$ cat src/rtl/csa_arbiter_if.sv
// Request/result bundle between two adder requesters, the arbiter and the result consumer.
// The arbiter sits on the slave modport; the requester/consumer side uses master.
interface csa_arbiter_if #(
  parameter int WIDTH = 64
);
  logic             req0_valid;
  logic             req0_ready;
  logic [WIDTH-1:0] req0_a;
  logic [WIDTH-1:0] req0_b;
  logic             req0_cin;
  logic             req0_chain;

  logic             req1_valid;
  logic             req1_ready;
  logic [WIDTH-1:0] req1_a;
  logic [WIDTH-1:0] req1_b;
  logic             req1_cin;
  logic             req1_chain;

  logic             res_valid;
  logic             res_ready;
  logic             res_id;
  logic [WIDTH-1:0] res_sum;
  logic             res_cout;
  logic             res_last;
  logic             lock_abort;

  modport slave (
    input  req0_valid, req0_a, req0_b, req0_cin, req0_chain,
    output req0_ready,
    input  req1_valid, req1_a, req1_b, req1_cin, req1_chain,
    output req1_ready,
    output res_valid, res_id, res_sum, res_cout, res_last, lock_abort,
    input  res_ready
  );

  modport master (
    output req0_valid, req0_a, req0_b, req0_cin, req0_chain,
    input  req0_ready,
    output req1_valid, req1_a, req1_b, req1_cin, req1_chain,
    input  req1_ready,
    input  res_valid, res_id, res_sum, res_cout, res_last, lock_abort,
    output res_ready
  );
endinterface

$ cat src/rtl/csa_arbiter.sv
// Round-robin arbiter sharing one carry-select adder between two requesters,
// with grant locking for multi-beat chained adds and a lock timeout.
module csa_adder #(
  parameter int WIDTH = 64,
  parameter int BLOCK = 16
) (
  input  logic [WIDTH-1:0] a,
  input  logic [WIDTH-1:0] b,
  input  logic             cin,
  output logic [WIDTH-1:0] sum,
  output logic             cout
);
  localparam int NBLK = WIDTH / BLOCK;

  logic [NBLK:0] carry;

  assign carry[0] = cin;

  // Each block precomputes both carry-in cases; the incoming carry only selects.
  for (genvar i = 0; i < NBLK; i++) begin : g_blk
    logic [BLOCK:0] sum0;
    logic [BLOCK:0] sum1;

    assign sum0 = {1'b0, a[i*BLOCK +: BLOCK]} + {1'b0, b[i*BLOCK +: BLOCK]};
    assign sum1 = {1'b0, a[i*BLOCK +: BLOCK]} + {1'b0, b[i*BLOCK +: BLOCK]} + (BLOCK+1)'(1);
    assign sum[i*BLOCK +: BLOCK] = carry[i] ? sum1[BLOCK-1:0] : sum0[BLOCK-1:0];
    assign carry[i+1] = carry[i] ? sum1[BLOCK] : sum0[BLOCK];
  end

  assign cout = carry[NBLK];
endmodule

module csa_arbiter #(
  parameter int WIDTH        = 64,
  parameter int LOCK_TIMEOUT = 15
) (
  input  logic         clk,
  input  logic         rst_n,
  csa_arbiter_if.slave bus
);
  typedef enum logic [1:0] {
    S_IDLE,
    S_LOCK0,
    S_LOCK1
  } state_e;

  state_e           state_q, state_d;
  logic             carry_q, carry_d;
  logic             last_grant_q, last_grant_d;
  logic [7:0]       cnt_q, cnt_d;
  logic             res_valid_q, res_valid_d;
  logic             res_id_q, res_id_d;
  logic [WIDTH-1:0] res_sum_q, res_sum_d;
  logic             res_cout_q, res_cout_d;
  logic             res_last_q, res_last_d;

  logic             out_free;
  logic             grant;
  logic             grant_en;
  logic             xfer;
  logic             idle_cycle;
  logic             abort;
  logic [WIDTH-1:0] a_sel;
  logic [WIDTH-1:0] b_sel;
  logic             cin_sel;
  logic             chain_sel;
  logic             cin_eff;
  logic [WIDTH-1:0] add_sum;
  logic             add_cout;

  csa_adder #(.WIDTH(WIDTH), .BLOCK(16)) u_adder (
    .a    (a_sel),
    .b    (b_sel),
    .cin  (cin_eff),
    .sum  (add_sum),
    .cout (add_cout)
  );

  always_comb begin
    out_free = !res_valid_q || bus.res_ready;
    grant    = 1'b0;
    grant_en = 1'b0;
    unique case (state_q)
      S_IDLE: begin
        if (bus.req0_valid && bus.req1_valid) begin
          grant_en = 1'b1;
          grant    = !last_grant_q;
        end else if (bus.req0_valid) begin
          grant_en = 1'b1;
          grant    = 1'b0;
        end else if (bus.req1_valid) begin
          grant_en = 1'b1;
          grant    = 1'b1;
        end
      end
      S_LOCK0: begin
        grant    = 1'b0;
        grant_en = bus.req0_valid;
      end
      S_LOCK1: begin
        grant    = 1'b1;
        grant_en = bus.req1_valid;
      end
      default: begin
        grant    = 1'b0;
        grant_en = 1'b0;
      end
    endcase

    // rst_n gating keeps the readys low for the whole time reset is held.
    xfer           = grant_en && out_free && rst_n;
    bus.req0_ready = xfer && !grant;
    bus.req1_ready = xfer && grant;

    a_sel     = grant ? bus.req1_a     : bus.req0_a;
    b_sel     = grant ? bus.req1_b     : bus.req0_b;
    cin_sel   = grant ? bus.req1_cin   : bus.req0_cin;
    chain_sel = grant ? bus.req1_chain : bus.req0_chain;
    cin_eff   = (state_q == S_IDLE) ? cin_sel : carry_q;

    // A locked owner stalled only by a full output register is not idle.
    idle_cycle = (state_q != S_IDLE) && !grant_en;
    abort      = idle_cycle && (cnt_q == 8'(LOCK_TIMEOUT - 1));

    state_d      = state_q;
    carry_d      = carry_q;
    last_grant_d = last_grant_q;
    cnt_d        = cnt_q;
    res_valid_d  = res_valid_q;
    res_id_d     = res_id_q;
    res_sum_d    = res_sum_q;
    res_cout_d   = res_cout_q;
    res_last_d   = res_last_q;

    if (xfer) begin
      res_valid_d = 1'b1;
      res_id_d    = grant;
      res_sum_d   = add_sum;
      res_cout_d  = add_cout;
      res_last_d  = !chain_sel;
      cnt_d       = 8'd0;
      if (chain_sel) begin
        state_d = grant ? S_LOCK1 : S_LOCK0;
        carry_d = add_cout;
      end else begin
        state_d      = S_IDLE;
        carry_d      = 1'b0;
        last_grant_d = grant;
      end
    end else begin
      if (bus.res_ready) begin
        res_valid_d = 1'b0;
      end
      if (abort) begin
        state_d      = S_IDLE;
        carry_d      = 1'b0;
        cnt_d        = 8'd0;
        last_grant_d = (state_q == S_LOCK1);
      end else if (idle_cycle) begin
        cnt_d = cnt_q + 8'd1;
      end
    end
  end

  always_ff @(posedge clk or negedge rst_n) begin
    if (!rst_n) begin
      state_q      <= S_IDLE;
      carry_q      <= 1'b0;
      last_grant_q <= 1'b1;
      cnt_q        <= 8'd0;
      res_valid_q  <= 1'b0;
      res_id_q     <= 1'b0;
      res_sum_q    <= '0;
      res_cout_q   <= 1'b0;
      res_last_q   <= 1'b0;
    end else begin
      state_q      <= state_d;
      carry_q      <= carry_d;
      last_grant_q <= last_grant_d;
      cnt_q        <= cnt_d;
      res_valid_q  <= res_valid_d;
      res_id_q     <= res_id_d;
      res_sum_q    <= res_sum_d;
      res_cout_q   <= res_cout_d;
      res_last_q   <= res_last_d;
    end
  end

  assign bus.res_valid  = res_valid_q;
  assign bus.res_id     = res_id_q;
  assign bus.res_sum    = res_sum_q;
  assign bus.res_cout   = res_cout_q;
  assign bus.res_last   = res_last_q;
  assign bus.lock_abort = abort;
endmodule

$ cat src/flat_wrapper.sv
// flat-port wrapper written by rule: the top's interface ports become plain ports
module csa_arbiter_flat 
#(
  parameter int WIDTH        = 64,
  parameter int LOCK_TIMEOUT = 15
)
  (clk, rst_n, bus_req0_valid, bus_req0_a, bus_req0_b, bus_req0_cin, bus_req0_chain, bus_req0_ready, bus_req1_valid, bus_req1_a, bus_req1_b, bus_req1_cin, bus_req1_chain, bus_req1_ready, bus_res_valid, bus_res_id, bus_res_sum, bus_res_cout, bus_res_last, bus_lock_abort, bus_res_ready);
  csa_arbiter_if #(.WIDTH(WIDTH)) bus_i ();
  input  logic clk;
  input  logic rst_n;
  input wire logic [$bits(bus_i.req0_valid)-1:0] bus_req0_valid;
  input wire logic [$bits(bus_i.req0_a)-1:0] bus_req0_a;
  input wire logic [$bits(bus_i.req0_b)-1:0] bus_req0_b;
  input wire logic [$bits(bus_i.req0_cin)-1:0] bus_req0_cin;
  input wire logic [$bits(bus_i.req0_chain)-1:0] bus_req0_chain;
  output wire logic [$bits(bus_i.req0_ready)-1:0] bus_req0_ready;
  input wire logic [$bits(bus_i.req1_valid)-1:0] bus_req1_valid;
  input wire logic [$bits(bus_i.req1_a)-1:0] bus_req1_a;
  input wire logic [$bits(bus_i.req1_b)-1:0] bus_req1_b;
  input wire logic [$bits(bus_i.req1_cin)-1:0] bus_req1_cin;
  input wire logic [$bits(bus_i.req1_chain)-1:0] bus_req1_chain;
  output wire logic [$bits(bus_i.req1_ready)-1:0] bus_req1_ready;
  output wire logic [$bits(bus_i.res_valid)-1:0] bus_res_valid;
  output wire logic [$bits(bus_i.res_id)-1:0] bus_res_id;
  output wire logic [$bits(bus_i.res_sum)-1:0] bus_res_sum;
  output wire logic [$bits(bus_i.res_cout)-1:0] bus_res_cout;
  output wire logic [$bits(bus_i.res_last)-1:0] bus_res_last;
  output wire logic [$bits(bus_i.lock_abort)-1:0] bus_lock_abort;
  input wire logic [$bits(bus_i.res_ready)-1:0] bus_res_ready;
  assign bus_i.req0_valid = bus_req0_valid;
  assign bus_i.req0_a = bus_req0_a;
  assign bus_i.req0_b = bus_req0_b;
  assign bus_i.req0_cin = bus_req0_cin;
  assign bus_i.req0_chain = bus_req0_chain;
  assign bus_req0_ready = bus_i.req0_ready;
  assign bus_i.req1_valid = bus_req1_valid;
  assign bus_i.req1_a = bus_req1_a;
  assign bus_i.req1_b = bus_req1_b;
  assign bus_i.req1_cin = bus_req1_cin;
  assign bus_i.req1_chain = bus_req1_chain;
  assign bus_req1_ready = bus_i.req1_ready;
  assign bus_res_valid = bus_i.res_valid;
  assign bus_res_id = bus_i.res_id;
  assign bus_res_sum = bus_i.res_sum;
  assign bus_res_cout = bus_i.res_cout;
  assign bus_res_last = bus_i.res_last;
  assign bus_lock_abort = bus_i.lock_abort;
  assign bus_i.res_ready = bus_res_ready;
  csa_arbiter #(.WIDTH(WIDTH), .LOCK_TIMEOUT(LOCK_TIMEOUT)) u_core (.clk(clk), .rst_n(rst_n), .bus(bus_i));
endmodule
$ cat config.mk
export PLATFORM = sky130hd
export DESIGN_NAME = csa_arbiter_flat
export DESIGN_NICKNAME = d
export VERILOG_FILES = /design/src/rtl/csa_arbiter_if.sv /design/src/rtl/csa_arbiter.sv /design/src/flat_wrapper.sv
export SDC_FILE = /design/constraint.sdc
export NUM_CORES = 1
export LEC_CHECK = 0
export BUFFER_PORTS_ARGS = -buffer_cell sky130_fd_sc_hd__buf_2
export CAP_MARGIN = 20
export CORE_MARGIN = 2
export CORE_UTILIZATION = 52
export CTS_CLUSTER_SIZE = 14
export DETAILED_ROUTE_END_ITERATION = 8
export PLACE_DENSITY = 0.88
export RECOVER_POWER = 25
export SETUP_SLACK_MARGIN = 0.1
export SYNTH_ARGS = -nofsm -noshare
export SYNTH_HDL_FRONTEND = slang
export SYNTH_HIERARCHICAL = 1
export SYNTH_SLANG_ARGS = --single-unit
$ cat constraint.sdc
create_clock -name clk -period 8.1 [get_ports clk]
set_input_delay 0.405 -clock clk [delete_from_list [all_inputs] [get_ports clk]]
set_output_delay 0.405 -clock clk [all_outputs]
set_load 0.05 [all_outputs]
* Word level (Yosys, flattened, before mapping)
Index checks and enable logic that the tools add are counted.
Word-level totals: bits in writable memories 0, bits in latches 0, ROM bits 0, bits in registers 80, logic and storage cells 76, input port bits 265, memories 0, output and inout port bits 71
Operators by class: mux-type cells 35, $lt $le $gt $ge 0, add/sub/neg operators 9, reduce and logical (&&, ||, !) cells 19, eq/ne operators 4, shift operators 0, divide/modulo/power cells 0, bitwise operators 0, multiply operators 0
Operators by type and width (count):
- 64-bit 2-to-1 mux | 2
- 16-bit by 16-bit adder with 17-bit output | 4
- 17-bit by 1-bit adder with 17-bit output, second input constant | 4
- 16-bit 2-to-1 mux | 4
- 8-bit 2-to-1 mux | 3
- 1-bit 2-to-1 mux | 20
- 8-bit by 1-bit adder with 8-bit output, second input constant | 1
- 8-bit by 4-bit equality test with 1-bit output, second input constant | 1
- 2-bit 2-to-1 mux | 4
- 1-bit logical AND | 7
- 2-bit nonzero test | 3
- 1-bit zero test | 5
- 1-bit one-hot mux with 3 select lines | 1
- 3-bit nonzero test | 1
- 2-bit by 1-bit equality test with 1-bit output, second input constant | 1
- 2-bit equality test, second input constant | 1
- 2-bit zero test | 1
- 2-bit inequality test, second input constant | 1
- 1-bit one-hot mux with 2 select lines | 1
- 2-bit AND reduction | 1
- 1-bit logical OR | 1

* Depth between registers and ports, before layout
Gate-level depths: netlist of the first run.
depth after elaboration 13, gate-level depth with buffers 25

* Modules after synthesis
Netlist of the first run, hierarchy kept.
Modules (own cells, without submodules):
- csa_arbiter | seq. area each 2003.2 um^2, cells an instance 381, area an instance 4782.1 um^2, instances 1
- csa_adder | seq. area each 0.0 um^2, cells an instance 641, area an instance 4642.0 um^2, instances 1

* Least setup slack after synthesis of the first run
OpenSTA, ideal clock, no wires.
path kind register to register, start point reg u_core.last_grant_q, end point reg u_core.res_sum_q[49], in the netlist u_core/bus.res_sum[49], slack 2.079 ns, clock period less this slack 6.021 ns, arrival 5.896 ns, path buffers 4, cell stages (with the launch flop) 22, setup time 0.125 ns, cells stage by stage dfstp_2 a21boi_0 o21bai_1 clkbuf_1 buf_2 buf_2 mux2_2 ha_1 a21o_1 a221o_1 nor2_1 a211oi_1 o31a_1 or4_4 or4b_1 a2111oi_2 xnor2_1 and4_4 buf_6 nor2_1 mux2_1 mux2_2
On the way: word-level cells in the longest chain between the ends 10, elaborated cells between the ends (all ways) 19, those cells by class 8 x add/sub; 10 x mux; 1 x reduce/logical
RTL lines:
- from (decl) | RTL line csa_arbiter.sv:49 | logic last_grant_q, last_grant_d;
- from (signal assigned) | RTL line csa_arbiter.sv:179 | last_grant_q <= last_grant_d;
- 1-bit zero test (*) | RTL line csa_arbiter.sv:87 | grant = !last_grant_q;
- 1-bit 2-to-1 mux (*) | RTL line csa_arbiter.sv:85 | if (bus.req0_valid && bus.req1_valid) begin
- 1-bit one-hot mux with 2 select lines (*) | RTL line csa_arbiter.sv:83 | unique case (state_q)
- 64-bit 2-to-1 mux (*) | RTL line csa_arbiter.sv:116 | b_sel = grant ? bus.req1_b : bus.req0_b;
- via u_core.b_sel[7] | RTL line csa_arbiter.sv:64 | logic [WIDTH-1:0] b_sel;
- 16-bit by 16-bit adder with 17-bit output (*) | RTL line csa_arbiter.sv:24, csa_arbiter.sv:25
- 17-bit by 1-bit adder with 17-bit output | RTL line csa_arbiter.sv:25 | assign sum1 = {1'b0, a[i*BLOCK +: BLOCK]} + {1'b0, b[i*BLOCK +: BLOCK]} + (BLOCK+1)'(1);
- 1-bit 2-to-1 mux (*) (3 in series) | RTL line csa_arbiter.sv:27 | assign carry[i+1] = carry[i] ? sum1[BLOCK] : sum0[BLOCK];
- 16-bit 2-to-1 mux (*) | RTL line csa_arbiter.sv:26 | assign sum[i*BLOCK +: BLOCK] = carry[i] ? sum1[BLOCK-1:0] : sum0[BLOCK-1:0];
- via u_core.add_sum[49] | RTL line csa_arbiter.sv:68 | logic [WIDTH-1:0] add_sum;
- to (signal assigned) | RTL line csa_arbiter.sv:183 | res_sum_q <= res_sum_d;
- to (decl) | RTL line csa_arbiter.sv:53 | logic [WIDTH-1:0] res_sum_q, res_sum_d;
The timed path passes the listed nets; every way through them passes the cells marked *. A chain may end at the register's enable or synchronous reset.

* Worst setup path in the final report of the first run
start point reg u_core.last_grant_q, end point reg u_core.res_sum_q[49], in the netlist u_core/bus.res_sum[49]
On the way: elaborated cells between the ends (all ways) 19, those cells by class 8 x add/sub; 10 x mux; 1 x reduce/logical
RTL lines:
- 1-bit zero test (*) | RTL line csa_arbiter.sv:87
- 1-bit 2-to-1 mux (*) | RTL line csa_arbiter.sv:85
- 1-bit one-hot mux with 2 select lines (*) | RTL line csa_arbiter.sv:83
- 64-bit 2-to-1 mux (*) | RTL line csa_arbiter.sv:115 | a_sel = grant ? bus.req1_a : bus.req0_a;
- via u_core.a_sel[17] | RTL line csa_arbiter.sv:63 | logic [WIDTH-1:0] a_sel;
- 16-bit by 16-bit adder with 17-bit output (*) | RTL line csa_arbiter.sv:24, csa_arbiter.sv:25
- 17-bit by 1-bit adder with 17-bit output | RTL line csa_arbiter.sv:25
- 1-bit 2-to-1 mux (*) (2 in series) | RTL line csa_arbiter.sv:27
- 16-bit 2-to-1 mux (*) | RTL line csa_arbiter.sv:26
- via u_core.add_sum[49] | RTL line csa_arbiter.sv:68
Marked as above.

==> impl_metrics.ini, run 1 <==
[status]
status = complete, but fails checks
violations = capacitance limit, slew limit

[timing]
hold_violations = 0
whs_ns = 0.3471
slew_headroom_pct = -61.80
setup_slack_ns = 1.239
worst_slew_pin_slew_ns = 2.427
maxSlewViolCount = 85
skew_ns = 0.008834
max_freq_mhz = 145.7
setup_viol = 0
rsz0062_at_grt = no
period_share_pct = 84.71
period_minus_slack_ns = 6.861
setup_tns_ns = 0

[global_route]
grt_pass1_vias = 8885
grt_pass1_wl_um = 40700
grt-ovfl-total = 0
antenna_found_initial = 1
grt_usage_pct = 24.99
grt_max_degree = 61

[cts]
cts.sinks = 80
ctsResizeCount = 0
clk_pin_slew_ns = 0.06
cts_setup_buffers = 0
cts_made_buffers = 9
cts_tree = done
clk_latency_ns = 0.34
htree_levels = 3
cts.path.max_buffers = 2
root_buffer = clkbuf_16
holdBufCountCts = 0

[setup_path]
crit_family = compound AO/OA/AOI/OAI gates
reg2reg_slack_ns = 1.24
cp.required_ns = 8.32
path_cells = a21boi_0, o21bai_4, buf_4, mux2_2, ha_1, a211oi_1, o21bai_1, a21oi_1, xnor2_1, nand3_1, nor2_1, or4b_1, a2111oi_2, xnor2_1, a31oi_4, nor2_1, mux2_1, mux2_2
slowest_delay_ns = 0.63
crit_buf_inv = 1
slowest_stage = buf_4
critPathLaunchType = flip-flop
worstPathArrival_ns = 7.08
critPathCaptureType = flip-flop
crit_fanout = 56
worstSetupPathType = flip-flop to flip-flop

[power]
power_density_nw_per_um2 = 490.0
ir_drop_v = 0.0003905
p_leak_uw = 0.005309

[worst_hold_path]
holdCritPathClass = input port to flip-flop

[route]
ant_nets = 0
num_vias = 8952
viasPerCell = 5.720
wirelength_um = 24910
drc = 0
firstDrtPassIters = 5
drtIter0Drc = 408
wire_per_inst_um = 15.91

[die]
dieArea_um2 = 19220
fp.dieH_um = 138.6
row_count = 49
initial_core_util_pct = 52.64
ioPinCount = 336
die_w_um = 138.6
fp.coreArea_um2 = 17900

[yosys]
yosysTopAreaCellShare_pct = 23.30
syn_inst = 1022
syn-mean-instance-area_um2 = 9.221
synth_seq_cells = 80
synth_area_um2 = 9424
ys_async_sr_fraction_pct = 100.0
synth_top_area_cell = mux2_2
ys_seq_area_share_pct = 21.26
syn_nets = 1361
yosys_most_used_dff = dfrtp_1
synth.distinct_cells = 86
ys_warn_count = 6
synthTopCellsByArea = mux2_2 23%, dfrtp_1 21%, ha_1 9.3%
synth_edf_count = 0

[placement]
io_buffers = 335
dp.cells = 1549
pre_cts_slack_ns = 1.235
hpwl_um = 20100
placed_area_um2 = 11230
routabilityCongestion = 0.9394

[final_layout]
final-instance-count-excl-fill = 1565
layout-drive-gt1-share_pct = 43.30
fin_nets = 1670
final_area_um2 = 11540
nFillCells = 1502
area_delta_synth_final_pct = 22.50

[job]
max-cap-violations = 2
## cell families (layout without fill, tap and decap cells)
group	count (synthesis)	after routing	share of synthesized area [%]
AND/OR/NAND/NOR	285	285	16.22
multiplexers	198	198	23.63
AO/OA/AOI/OAI	208	208	15.56
flip-flops	80	80	21.26
other	0	1	0
XOR/XNOR	105	105	9.758
adder cells (fa/ha/maj)	74	74	10.14
buffers and inverters	72	385	3.425
## metrics by stage
stage                     utilization (%)  power (µW)
after global placement              62.72        5042
after CTS                           64.52        5647
after global routing                64.49        6106
after detailed placement            62.72        5164
final                               64.49        5657
after floorplan                         -        4303
## layer usage
metal | track usage (%) | vias to the layer above | wire length [µm] | share of wire [%]
li1 | - | 4395 | - | -
met1 | 29.57 | 4182 | 10150 | 41
met2 | 45.39 | 316 | 12590 | 51
met3 | 4.903 | 59 | 1402 | 5.6
met4 | 8.400 | 0 | 767 | 3.1
met5 | 0 | - | 0 | 0
## flip-flops by register name (all words and copies together), names as in the netlist
name and count:
u_core/last_grant_q 1, u_core/state_q 2, u_core/bus.res_id 1, u_core/bus.res_valid 1, u_core/bus.res_last 1, u_core/carry_q 1
u_core/bus.res_cout 1, u_core/bus.res_sum 64, u_core/cnt_q 8
## path summary, 6_finish.rpt
kind,startpoint,to,cells after the start
min in group asynchronous,rst_n,u_core/bus.res_sum[4],1
worst min-delay path,bus_req0_chain,u_core/state_q[0],3
worst max-delay path,u_core/last_grant_q,u_core/bus.res_sum[49],18
worst min register to register,u_core/bus.res_id,u_core/bus.res_id,1
worst max register to register,u_core/last_grant_q,u_core/bus.res_sum[49],18
max in group asynchronous,rst_n,u_core/state_q[0],2
## layout by cell type, fill, tap and decap left out, types with 5 or more instances in the layout
master	Yosys	final
nor3_2	10	10
o21ai_0	33	33
nand2b_1	12	12
and2_1	6	6
nor3b_1	6	6
a211oi_1	18	18
or3_1	9	9
o21bai_1	7	6
inv_1	30	30
a21o_1	25	25
nor2b_1	11	11
nor3_1	19	19
nand3b_1	7	7
xor2_1	39	39
buf_2	24	334
a31oi_1	9	9
o31a_1	6	6
nor4_1	6	6
nand2_1	60	60
o21a_1	10	10
nand3_1	22	22
o211ai_1	7	7
nand4_1	8	8
ha_1	70	70
clkbuf_16	0	9
xnor2_1	66	66
dfrtp_1	79	79
mux2_2	195	195
nor2_1	73	73
a21oi_1	41	41
o32ai_1	5	5
and3_1	7	7
## cells in the mapped netlist (10+ instances only)
cell / n
nand2_1: 60
xnor2_1: 66
o21a_1: 10
nor2b_1: 11
mux2_2: 195
nor3_1: 19
nand2b_1: 12
a21o_1: 25
ha_1: 70
xor2_1: 39
a21oi_1: 41
nand3_1: 22
nor3_2: 10
o21ai_0: 33
buf_2: 24
a211oi_1: 18
dfrtp_1: 79
inv_1: 30
clkbuf_1: 14
nor2_1: 73
## cell type report
| type | instances | area, µm² | share of cell area [%] |
|---|---|---|---|
| diodes | 1 | 2.502 | 0.02168 |
| clock buffers | 12 | 256.5 | 2.222 |
| clock inverters | 3 | 65.06 | 0.5636 |
| inverters | 30 | 112.6 | 0.9754 |
| multi-input cells | 870 | 7109 | 61.58 |
| flip-flops and latches | 80 | 2003 | 17.35 |
| well taps | 229 | 286.5 | 2.482 |
| repair buffers | 340 | 1709 | 14.80 |
## tightest hold or removal path: stages
cell,delay (ns)
buf_2,0.10
nand2_1,0.05
o22ai_1,0.07
## report_power, final
group / total, µW / switching (µW) / internal (µW)
Combinational: 4500 / 2670 / 1830
Sequential: 708 / 109 / 599
Clock: 447 / 162 / 285
Total: 5660 / 2940 / 2710
Note: power is estimated with default switching activity, not from simulation.
==> run 2, diff against run 1 <==
==> constraint.sdc (replaced) <==
create_clock -name clk -period 6.4 [get_ports clk]
set_input_delay 0.32 -clock clk [delete_from_list [all_inputs] [get_ports clk]]
set_output_delay 0.32 -clock clk [all_outputs]
set_load 0.05 [all_outputs]
==> run 2 against run 1 <==
Compared with the run above:
- the run now ends clean
- highest routed layer unchanged
- wire length increased by 1.1%
- setup slack worse by 0.88 ns
- critical path depth unchanged
- sequential share of layout area decreased by 0.12 points
- via count grew 1.9%
==> impl_metrics.ini, run 2 (synthesis gave the netlist of run 1 again) <==
[global_route]
grt_pass1_vias = 8839
grt_max_degree = 62
antenna_found_initial = 0
grt_usage_pct = 24.98
grt-ovfl-total = 0
grt_pass1_wl_um = 40810

[final_layout]
area_delta_synth_final_pct = 23.33
layout-drive-gt1-share_pct = 41.12
multi_input_area_um2 = 7131
fin_nets = 1679
nFillCells = 1438
largest_reg_flops = 64
seqCellArea_um2 = 2003
layout_commonest_cell = buf_2
final_area_um2 = 11620
layout_common_cells = 297 x buf_2, 195 x mux2_2, 79 x dfrtp_1
antenna_cells = 0

[placement]
routabilityCongestion = 0.8965
io_buffers = 335
hpwl_um = 20210
pre_cts_slack_ns = -0.06212
placed_area_um2 = 11280

[timing]
slew_headroom_pct = 13.31
hold_violations = 0
worst_slew_pin_slew_ns = 1.300
maxSlewViolCount = 0
period_share_pct = 94.39
period_minus_slack_ns = 6.041
setup_slack_ns = 0.3587
skew_ns = 0.009992
setup_viol = 0
rsz0062_at_grt = no
whs_ns = 0.2514
max_freq_mhz = 165.5

[route]
viasPerCell = 5.797
wire_per_inst_um = 16.00
ant_nets = 0
num_vias = 9124
wirelength_um = 25180
drtIter0Drc = 520
firstDrtPassIters = 5
drc = 0

[setup_path]
worstPathArrival_ns = 6.27
crit_fanout = 17
reg2reg_slack_ns = 0.36
crit_end = u_core/bus.res_sum[49]
cp.required_ns = 6.63
critPathLaunchType = flip-flop
ff2ff_path_depth = 18
critPathCaptureType = flip-flop
r2r_start = u_core/last_grant_q
worstReg2RegEnd = u_core/bus.res_sum[49]
worstSetupPathType = flip-flop to flip-flop
crit_path_start = u_core/last_grant_q

[die]
dieArea_um2 = 19220
fp.dieH_um = 138.6
initial_core_util_pct = 52.64
row_count = 49
fp.coreArea_um2 = 17900
die_w_um = 138.6
ioPinCount = 336

[cts]
clk_pin_slew_ns = 0.06
cts_tree = done
clk_latency_ns = 0.34
root_buffer = clkbuf_16
cts.sinks = 80
cts.path.max_buffers = 2
htree_levels = 3
cts_made_buffers = 9

[power]
p_leak_uw = 0.005264
power_density_nw_per_um2 = 620.6
ir_drop_v = 0.0004136

[job]
max-cap-violations = 0

[worst_hold_path]
holdCritPathClass = input port to flip-flop

[status]
status = finished clean
run 2: cell count changes in the layout (fill, tap and decap cells not counted), moves of 4 or more:
cell / previous run / this run
buf_12: 0 / 4
buf_2: 334 / 297
clkbuf_1: 3 / 39
buf_4: 4 / 8
run 2: through the flow:
stage | utilization [%] | power [µW] | std cells | TNS, ns
floorplan | - | 5446 | 1022 | 0
global placement | 63.03 | 6440 | 1553 | 0
detailed placement | 63.03 | 6606 | 1553 | -0.06212
CTS | 65.06 | 7201 | 1574 | 0
global route | 64.92 | 7754 | 1574 | 0
finish | 64.92 | 7213 | 1574 | 0
run 2: worst min path at each step:
stage                   startpoint                     to  slack, ns  cells past startpoint
global route        bus_req0_chain      u_core/state_q[0]       0.27                      3
global placement             rst_n  u_core/bus.res_sum[2]       0.23                      1
finish              bus_req0_chain      u_core/state_q[0]       0.25                      3
detailed placement           rst_n  u_core/bus.res_sum[5]       0.24                      1
floorplan                    rst_n    u_core/bus.res_cout       0.02                      0
CTS                 bus_req0_chain      u_core/state_q[0]       0.24                      3
run 2: repair_timing:
item                                    4_1_cts  5_1_grt
resized for setup                             0        4
hold buffers                                  1        0
hold endpoints to repair                     20        0
pin swaps                                     2        0
endpoints found under the setup margin        1       29
buffers inserted                              4        0
run 2: area by class of cell:
| cell class | instances | share of cell area (%) |
|---|---|---|
| sequential | 80 | 17.24 |
| multi-input combinational | 870 | 61.35 |
| clock buffer | 11 | 2.088 |
| tap | 229 | 2.465 |
| inverter | 30 | 0.9689 |
| timing repair buffer | 349 | 15.41 |
| clock inverter | 5 | 0.4844 |
run 2: routing by layer:
metal  global-route usage (%)  wire length [µm]
met1                    30.66             10330
met2                    44.58             12650
met4                    9.782               837
met3                    3.280              1365
met5                        0                 0
run 2: power breakdown:
group / leakage, µW / switching [µW] / internal, µW
sequential: 0.000956 / 148 / 758
combinational: 0.00416 / 3430 / 2360
clock: 0.000145 / 209 / 312
run 2: critical path, cell delays in order, from the launching register on:
cell and delay [ns]:
dfstp_2 0.54, a21boi_0 0.18, o21bai_4 0.26, buf_12 0.19, mux2_2 0.36, ha_1 0.31
a21oi_1 0.16, nand4b_1 0.20, a31o_1 0.28, a21boi_0 0.18, or4b_1 0.56, or4_4 0.45
or4b_1 0.56, a2111oi_4 0.44, xnor2_2 0.25, and4_4 0.34, nor2_1 0.08, mux2_1 0.33
mux2_2 0.26
